`src/rtl/bip_debug_unit_if.sv`:
```
// Signal bundle between bip_debug_unit, the UART (rx/tx) and the BIP core.
// The master modport is the debug unit side and the slave modport is the environment side.
interface bip_debug_unit_if #(
  parameter int PC_WIDTH  = 11,
  parameter int ACC_WIDTH = 16
);
  logic [7:0]           rx_data;
  logic                 rx_valid;
  logic [7:0]           tx_data;
  logic                 tx_start;
  logic                 tx_busy;
  logic                 bip_en;
  logic                 bip_reset;
  logic                 bip_halt;
  logic [PC_WIDTH-1:0]  bip_pc;
  logic [ACC_WIDTH-1:0] bip_acc;

  modport master (
    input  rx_data, rx_valid, tx_busy, bip_halt, bip_pc, bip_acc,
    output tx_data, tx_start, bip_en, bip_reset
  );

  modport slave (
    output rx_data, rx_valid, tx_busy, bip_halt, bip_pc, bip_acc,
    input  tx_data, tx_start, bip_en, bip_reset
  );
endinterface

```
`src/rtl/bip_debug_unit.sv`:
```
// Debug/control unit: decodes UART commands, gates the BIP clock enable or resets it,
// and streams a 6-byte PC/ACC/cycle-count dump to the UART transmitter after each run or step.
module bip_debug_unit #(
  parameter int PC_WIDTH  = 11,
  parameter int ACC_WIDTH = 16
) (
  input  logic              clk,
  input  logic              reset,
  bip_debug_unit_if.master  bus
);

  localparam logic [2:0] S_IDLE    = 3'd0;
  localparam logic [2:0] S_RUN     = 3'd1;
  localparam logic [2:0] S_STEP    = 3'd2;
  localparam logic [2:0] S_SNAP    = 3'd3;
  localparam logic [2:0] S_SEND    = 3'd4;
  localparam logic [2:0] S_WAIT_HI = 3'd5;
  localparam logic [2:0] S_WAIT_LO = 3'd6;
  localparam logic [2:0] S_BRST    = 3'd7;

  localparam logic [7:0] CMD_RUN   = 8'h63;
  localparam logic [7:0] CMD_STEP  = 8'h73;
  localparam logic [7:0] CMD_RESET = 8'h72;
  localparam logic [2:0] LAST_IDX  = 3'd5;

  logic [2:0]  r_state;
  logic [2:0]  r_idx;
  logic        r_brst_cnt;
  logic [15:0] r_cnt;
  logic [47:0] r_snap;
  logic [7:0]  r_tx_data;
  logic        r_tx_start;

  logic [2:0]  w_next_state;
  logic        w_bip_en;
  logic        w_bip_reset;
  logic [47:0] w_live;

  // Dump order: PC hi/lo, ACC hi/lo, CNT hi/lo.
  function automatic logic [7:0] f_dump_byte(input logic [47:0] snap, input logic [2:0] idx);
    logic [7:0] b;
    case (idx)
      3'd0:    b = snap[47:40];
      3'd1:    b = snap[39:32];
      3'd2:    b = snap[31:24];
      3'd3:    b = snap[23:16];
      3'd4:    b = snap[15:8];
      3'd5:    b = snap[7:0];
      default: b = 8'h00;
    endcase
    return b;
  endfunction

  assign w_live = {16'(bus.bip_pc), 16'(bus.bip_acc), r_cnt};

  // BIP control: the run enable drops in the same cycle the halt flag is seen.
  always_comb begin
    w_bip_en    = 1'b0;
    w_bip_reset = 1'b0;
    if (r_state == S_RUN) begin
      w_bip_en = ~bus.bip_halt;
    end else if (r_state == S_STEP) begin
      w_bip_en = 1'b1;
    end else if (r_state == S_BRST) begin
      w_bip_reset = 1'b1;
    end else begin
      w_bip_en    = 1'b0;
      w_bip_reset = 1'b0;
    end
  end

  // Next-state decode.
  always_comb begin
    w_next_state = r_state;
    case (r_state)
      S_IDLE: begin
        if (bus.rx_valid) begin
          case (bus.rx_data)
            CMD_RUN:   w_next_state = bus.bip_halt ? S_SNAP : S_RUN;
            CMD_STEP:  w_next_state = bus.bip_halt ? S_SNAP : S_STEP;
            CMD_RESET: w_next_state = S_BRST;
            default:   w_next_state = S_IDLE;
          endcase
        end else begin
          w_next_state = S_IDLE;
        end
      end
      S_RUN:     w_next_state = bus.bip_halt ? S_SNAP : S_RUN;
      S_STEP:    w_next_state = S_SNAP;
      S_SNAP:    w_next_state = S_SEND;
      S_SEND:    w_next_state = S_WAIT_HI;
      S_WAIT_HI: w_next_state = bus.tx_busy ? S_WAIT_LO : S_WAIT_HI;
      S_WAIT_LO: begin
        if (bus.tx_busy) begin
          w_next_state = S_WAIT_LO;
        end else if (r_idx == LAST_IDX) begin
          w_next_state = S_IDLE;
        end else begin
          w_next_state = S_SEND;
        end
      end
      S_BRST:    w_next_state = r_brst_cnt ? S_IDLE : S_BRST;
      default:   w_next_state = S_IDLE;
    endcase
  end

  // State, snapshot and transmit registers; tx_start is raised on the edge entering SEND.
  always_ff @(posedge clk or negedge reset) begin
    if (!reset) begin
      r_state    <= S_IDLE;
      r_idx      <= 3'd0;
      r_brst_cnt <= 1'b0;
      r_snap     <= 48'd0;
      r_tx_data  <= 8'h00;
      r_tx_start <= 1'b0;
    end else begin
      r_state    <= w_next_state;
      r_tx_start <= 1'b0;
      case (r_state)
        S_SNAP: begin
          r_snap     <= w_live;
          r_idx      <= 3'd0;
          r_tx_data  <= f_dump_byte(w_live, 3'd0);
          r_tx_start <= 1'b1;
        end
        S_WAIT_LO: begin
          if (!bus.tx_busy && (r_idx != LAST_IDX)) begin
            r_idx      <= r_idx + 3'd1;
            r_tx_data  <= f_dump_byte(r_snap, r_idx + 3'd1);
            r_tx_start <= 1'b1;
          end
        end
        S_BRST:  r_brst_cnt <= ~r_brst_cnt;
        default: r_brst_cnt <= 1'b0;
      endcase
    end
  end

  // Saturating count of enabled BIP cycles.
  always_ff @(posedge clk or negedge reset) begin
    if (!reset) begin
      r_cnt <= 16'd0;
    end else if (r_state == S_BRST) begin
      r_cnt <= 16'd0;
    end else if (w_bip_en && (r_cnt != 16'hFFFF)) begin
      r_cnt <= r_cnt + 16'd1;
    end else begin
      r_cnt <= r_cnt;
    end
  end

  assign bus.tx_data   = r_tx_data;
  assign bus.tx_start  = r_tx_start;
  assign bus.bip_en    = w_bip_en;
  assign bus.bip_reset = w_bip_reset;

endmodule

```
`src/flat_wrapper.sv`:
```
// flat-port wrapper written by rule: the top's interface ports become plain ports
module bip_debug_unit_flat 
#(
  parameter int PC_WIDTH  = 11,
  parameter int ACC_WIDTH = 16
)
  (clk, reset, bus_rx_data, bus_rx_valid, bus_tx_busy, bus_bip_halt, bus_bip_pc, bus_bip_acc, bus_tx_data, bus_tx_start, bus_bip_en, bus_bip_reset);
  bip_debug_unit_if #(.PC_WIDTH(PC_WIDTH), .ACC_WIDTH(ACC_WIDTH)) bus_i ();
  input  logic clk;
  input  logic reset;
  input wire logic [$bits(bus_i.rx_data)-1:0] bus_rx_data;
  input wire logic [$bits(bus_i.rx_valid)-1:0] bus_rx_valid;
  input wire logic [$bits(bus_i.tx_busy)-1:0] bus_tx_busy;
  input wire logic [$bits(bus_i.bip_halt)-1:0] bus_bip_halt;
  input wire logic [$bits(bus_i.bip_pc)-1:0] bus_bip_pc;
  input wire logic [$bits(bus_i.bip_acc)-1:0] bus_bip_acc;
  output wire logic [$bits(bus_i.tx_data)-1:0] bus_tx_data;
  output wire logic [$bits(bus_i.tx_start)-1:0] bus_tx_start;
  output wire logic [$bits(bus_i.bip_en)-1:0] bus_bip_en;
  output wire logic [$bits(bus_i.bip_reset)-1:0] bus_bip_reset;
  assign bus_i.rx_data = bus_rx_data;
  assign bus_i.rx_valid = bus_rx_valid;
  assign bus_i.tx_busy = bus_tx_busy;
  assign bus_i.bip_halt = bus_bip_halt;
  assign bus_i.bip_pc = bus_bip_pc;
  assign bus_i.bip_acc = bus_bip_acc;
  assign bus_tx_data = bus_i.tx_data;
  assign bus_tx_start = bus_i.tx_start;
  assign bus_bip_en = bus_i.bip_en;
  assign bus_bip_reset = bus_i.bip_reset;
  bip_debug_unit #(.PC_WIDTH(PC_WIDTH), .ACC_WIDTH(ACC_WIDTH)) u_core (.clk(clk), .reset(reset), .bus(bus_i));
endmodule
```
`config.mk`:
```
export PLATFORM = sky130hd
export DESIGN_NAME = bip_debug_unit_flat
export DESIGN_NICKNAME = d
export VERILOG_FILES = /design/src/rtl/bip_debug_unit_if.sv /design/src/rtl/bip_debug_unit.sv /design/src/flat_wrapper.sv
export SDC_FILE = /design/constraint.sdc
export NUM_CORES = 1
export LEC_CHECK = 0
export ABC_AREA = 1
export CORE_UTILIZATION = 60
export CTS_CLUSTER_DIAMETER = 60
export DETAILED_ROUTE_END_ITERATION = 12
export PLACE_DENSITY_LB_ADDON = 0.15
export SETUP_SLACK_MARGIN = 0.15
export SLEW_MARGIN = 20
export SYNTH_ARGS = -nofsm -noshare
export SYNTH_HDL_FRONTEND = slang
export SYNTH_SLANG_ARGS = --single-unit
export TNS_END_PERCENT = 30
```
`constraint.sdc`:
```
create_clock -name clk -period 4.73 [get_ports clk]
set_clock_uncertainty 0.15 [all_clocks]
set_input_delay 0.7095 -clock clk [delete_from_list [all_inputs] [get_ports clk]]
set_output_delay 0.7095 -clock clk [all_outputs]
set_load 0.02 [all_outputs]
```
* After elaboration in Yosys (flattened, before gate mapping)
Cells that the tools add are included.
** Storage, ports and cells
- Output and inout bits :: 11
- Flip-flop bits (word level) :: 75
- Bits of input ports :: 40
- Word-level logic and storage cells :: 63
** Operators by class
- Bitwise gates (word level) :: 2
- Equality and inequality tests :: 19
- Multiplexer cells :: 24
- $add $sub $neg :: 2
- Reductions and logical operators :: 9
** Operators with widths (count)
- case mux 8 bit (6 select lines) :: 1
- 2-to-1 mux 16 bit :: 2
- equality test 8 x 7 -> 1 bit, second input constant :: 3
- case mux 3 bit (8 select lines) :: 1
- equality test 3 bit, second input constant :: 7
- adder 16 x 1 -> 16 bit, second input constant :: 1
- inequality test 16 bit, second input constant :: 1
- case mux 8 bit (2 select lines) :: 1
- 2-to-1 mux 3 bit :: 5
- equality test 3 x 2 -> 1 bit, second input constant :: 4
- case mux 3 bit (3 select lines) :: 1
- 2-to-1 mux 8 bit :: 1
- 2-to-1 mux 1 bit :: 7
- equality test 3 x 1 -> 1 bit, second input constant :: 2
- logical NOT 3 bit :: 2
- case mux 3 bit (2 select lines) :: 1
- 2-to-1 mux 2 bit :: 2
- case mux 1 bit (2 select lines) :: 2
- nonzero test 2 bit :: 2
- adder 3 x 1 -> 3 bit, second input constant :: 1
- inequality test 3 bit, second input constant :: 1
- logical AND 1 bit :: 2
- inequality test 2 x 1 -> 1 bit, second input constant :: 1
- NOT 1 bit :: 2
- other kinds (3) :: 3

* Depth between registers and ports, before layout
- Depth after elaboration :: 6
- Gate-level depth with buffers :: 12
- Depth with buffers taken out :: 11

* Least setup slack after synthesis
Ideal clock, no wire load.
- Path type :: input to output
- Start :: input bus_bip_halt
- End :: output bus_bip_en
- Required time :: 3871 ps
- Path buffers :: 0
- Slack :: 2640 ps
- Stages :: 1
- Data arrival time :: 1230 ps
- Path through :: o21ai_0
** On the way
- Cells in the longest elaborated chain, start to end :: 2
** Ends and longest elaborated chain
- start: declaration :: RTL line flat_wrapper.sv:14 : input wire logic [$bits(bus_i.bip_halt)-1:0] bus_bip_halt;
- NOT 1 bit :: RTL line bip_debug_unit.sv:61 : w_bip_en = ~bus.bip_halt;
- 2-to-1 mux 1 bit :: RTL line bip_debug_unit.sv:60 : if (r_state == S_RUN) begin
- end: declaration :: RTL line flat_wrapper.sv:19 : output wire logic [$bits(bus_i.bip_en)-1:0] bus_bip_en;
Every way passes these cells.

* Final worst setup path
- Start :: register u_core.r_state[1]
- End :: output bus_bip_reset
** On the way
- Cells in the longest elaborated chain, start to end :: 4
- Elaborated cells on any way between the ends :: 6
- Classes of those cells :: eq/ne: 3; mux: 3
** Ends and longest elaborated chain
- start: declaration :: RTL line bip_debug_unit.sv:26 : logic [2:0] r_state;
- start signal: assignment :: RTL line bip_debug_unit.sv:117 : r_state <= w_next_state;
- equality test 3 bit :: RTL line bip_debug_unit.sv:64 : end else if (r_state == S_BRST) begin
- 2-to-1 mux 1 bit :: RTL line bip_debug_unit.sv:64
- 2-to-1 mux 1 bit :: RTL line bip_debug_unit.sv:62 : end else if (r_state == S_STEP) begin
- 2-to-1 mux 1 bit * :: RTL line bip_debug_unit.sv:60
- end: declaration :: RTL line flat_wrapper.sv:20 : output wire logic [$bits(bus_i.bip_reset)-1:0] bus_bip_reset;
Mark *: on every way between the ends. The rest lies on a longest branch, timed or not.

==> metrics.md <==
| Metric | Value |
|---|---|
| Outcome | `completed` |
| DR DRC count | `0` |
| Post-Synthesis Cells | `489` |
| Pins over their slew limit | `0` |
| Pwr/cell area | `500 mW/mm2` |
| Placed Cells | `601` |
| DRT iter0 DRCs | `212` |
| Met2 Use GR | `43.7%` |
| Max Fclk | `312 MHz` |
| Count leader, synth | `nand2_1` |
| HPWL after DPL | `6.06 mm` |
| Vias after detailed routing | `3365` |
| Clock tree buffer depth | `2` |
| Area contributors post-synth | `dfrtp_1 (48%), nand2_1 (15%), nand3_1 (6.9%)` |
| Ys Warns | `0` |
| WL per Instance | `14.0 um` |
| Max-cap violations | `0` |
| Ports | `51` |
| CTS tree | `done` |
| Max VDD drop | `453 uV` |
| Critical Path End Type | `primary output` |
| Setup violators final | `0` |
| Initial antenna violation count | `0` |
| Gr ovfl total | `0` |
| Crit path from | `u_core.r_state[1]` |
| Slew headroom | `38.6%` |
| Maximum number of pins on one net before global-route repair | `57` |
| Diode count | `0` |
| Share of layout cells above drive strength 1 | `10.2%` |
| Top cells by count, synth | `nand2_1 (154), dfrtp_1 (75), nand3_1 (54)` |
| Leakage | `0.00220 uW` |
| DIE AREA | `0.00688 mm2` |
| Hold buffers post-CTS | `0` |
| Crit share post-route | `67.8%` |
| Worst Setup Start Kind | `register` |
| Num CTS Buffers | `9` |
| PostCTS Resize Cnt | `0` |
| Worst Max-Slew Pin Slew | `920 ps` |
| First-pass GRT wire length | `15.2 mm` |
| Initial core utilization | `61.9%` |
| Rows | `29` |
| Worst-Skew Late Latency | `360 ps` |
| CP Max Fanout | `14` |
| FF+latch count, synth | `75` |
| Post-Syn Area per Cell | `8.04 um2` |
| Total GRT Usage | `27.6%` |
| Share of the synthesized area in the top cell type | `47.7%` |
| Port Buffers | `50` |
| Clk slew on worst S/H paths | `80 ps` |
| Setup_tns | `0 ps` |
| Die Ht | `82.9 um` |
| RSZ-0062 raised after global routing | `false` |
| Fin cells | `617` |
| GRT met3 Usage | `5.07%` |
| Htree depth | `3` |
| Placed inst area | `0.00445 mm2` |
| Post-Layout Inst Area | `0.00465 mm2` |
| Fin. Hold Viols | `0` |
| Routed Antenna Nets | `0` |
| Vias per cell | `5.45` |
| Setup Buffers After CTS | `0` |
| NumNets Final | `581` |
| R2r setup slk | `2460 ps` |
| Gr busiest metal | `met2` |
| Core Area | `0.00635 mm2` |
| Synth area leader | `dfrtp_1` |
| Post-synthesis sequential area ratio | `47.7%` |
| Routability cong. | `0.896` |
| Netlist cell types | `25` |
| Cell area after synthesis | `0.00393 mm2` |
| Vias in the first global route | `3299` |
| Router iterations before antenna repair | `5` |
| Arr. time, crit path | `2350 ps` |
| Reg2reg end | `u_core.bus.tx_data[4]` |
| Setup CP Type | `reg -> out` |
| Main synth FF type | `dfrtp_1` |
| RR Startpoint | `u_core.r_idx[0]` |
| FF-to-FF path depth | `9` |
| Sink Count | `75` |
| Synth-to-layout area growth | `18.2%` |
| Post-synth ARST share | `100%` |
| WL final | `8.67 mm` |
| Synthesized Nets | `535` |
| CTS Root Cell | `clkbuf_8` |
| Post-synth EDFFs | `0` |
| Worst EP required | `3870 ps` |
| Hold Crit Class | `in -> async` |
| Tmin final | `3210 ps` |
| Routing usage on met1 | `38.7%` |
| Die X | `82.9 um` |
## sequential cells by signal, indices dropped and copies added, names as in the netlist
| name | count |
|---|---|
| u_core.r_cnt | 16 |
| u_core.r_state | 3 |
| u_core.bus.tx_data | 8 |
| u_core.r_idx | 3 |
| u_core.r_brst_cnt | 1 |
| u_core.r_snap | 43 |
| u_core.bus.tx_start | 1 |
## metrics by stage
step | hold WS (ps) | setup WS [ps] | power, uW | utilization (%)
floorplan | 264 | 2640 | 1570 | -
global placement | 311 | 1800 | 1790 | 70.1
detailed placement | 311 | 1800 | 1830 | 70.1
CTS | 328 | 1530 | 2320 | 73.2
global route | 365 | 1400 | 2480 | 73.2
finish | 329 | 1520 | 2320 | 73.2
## cell families (layout without fill, tap and decap cells)
group	after synthesis	after routing	share of synthesized area, %
xor+xnor	3	3	0.668
simple gates	278	278	31.1
compound gates	46	46	5.95
buf+inv	59	110	6.37
flops	75	75	47.7
mux	22	22	6.30
fa+ha+maj	6	6	1.91
## worst max-delay path by stage
stage | to | slack, ps | cells past startpoint
global placement | bus_bip_en | 1800 | 3
global route | bus_bip_reset | 1400 | 3
CTS | bus_bip_reset | 1530 | 3
finish | bus_bip_reset | 1520 | 3
floorplan | bus_bip_en | 2640 | 1
detailed placement | bus_bip_en | 1800 | 3
## critical path: stages, from the launching register on
cell and delay, ps:
dfrtp_1 480, nand3_1 500, inv_1 360, clkdlybuf4s50_1 660
## power by group
part           switching (uW)  internal [uW]  total [uW]  leakage (uW)
clock network             240            258         498     0.0000926
logic                     480            354         834       0.00114
registers                 141            850         991      0.000963
## routing by layer
layer | part of all wire (%) | vias up
met4 | 1.6 | 0
li1 | - | 1679
met2 | 46 | 119
met5 | 0 | -
met3 | 6.1 | 13
met1 | 46 | 1554
## final cells by class
type                            count  area, um2
Inverter                           42        158
Clock inverter                      4       50.0
Timing Repair Buffer               52        510
Fill cell                         493       1700
Sequential cell                    75       1880
Multi-Input combinational cell    355       1810
Tap cell                           77       96.3
Clock buffer                       12        145
## cell usage in the layout, fill, tap and decap left out, types with 10 or more instances in the layout
| cell | instances |
|---|---|
| inv_1 | 38 |
| clkbuf_8 | 10 |
| mux2_2 | 22 |
| a21oi_1 | 10 |
| dfrtp_1 | 75 |
| nor2_1 | 40 |
| nand4_1 | 16 |
| nand2_1 | 154 |
| nand3_1 | 53 |
| clkdlybuf4s50_1 | 49 |
| o21ai_0 | 34 |
Note: power is estimated with default switching activity, not from simulation.
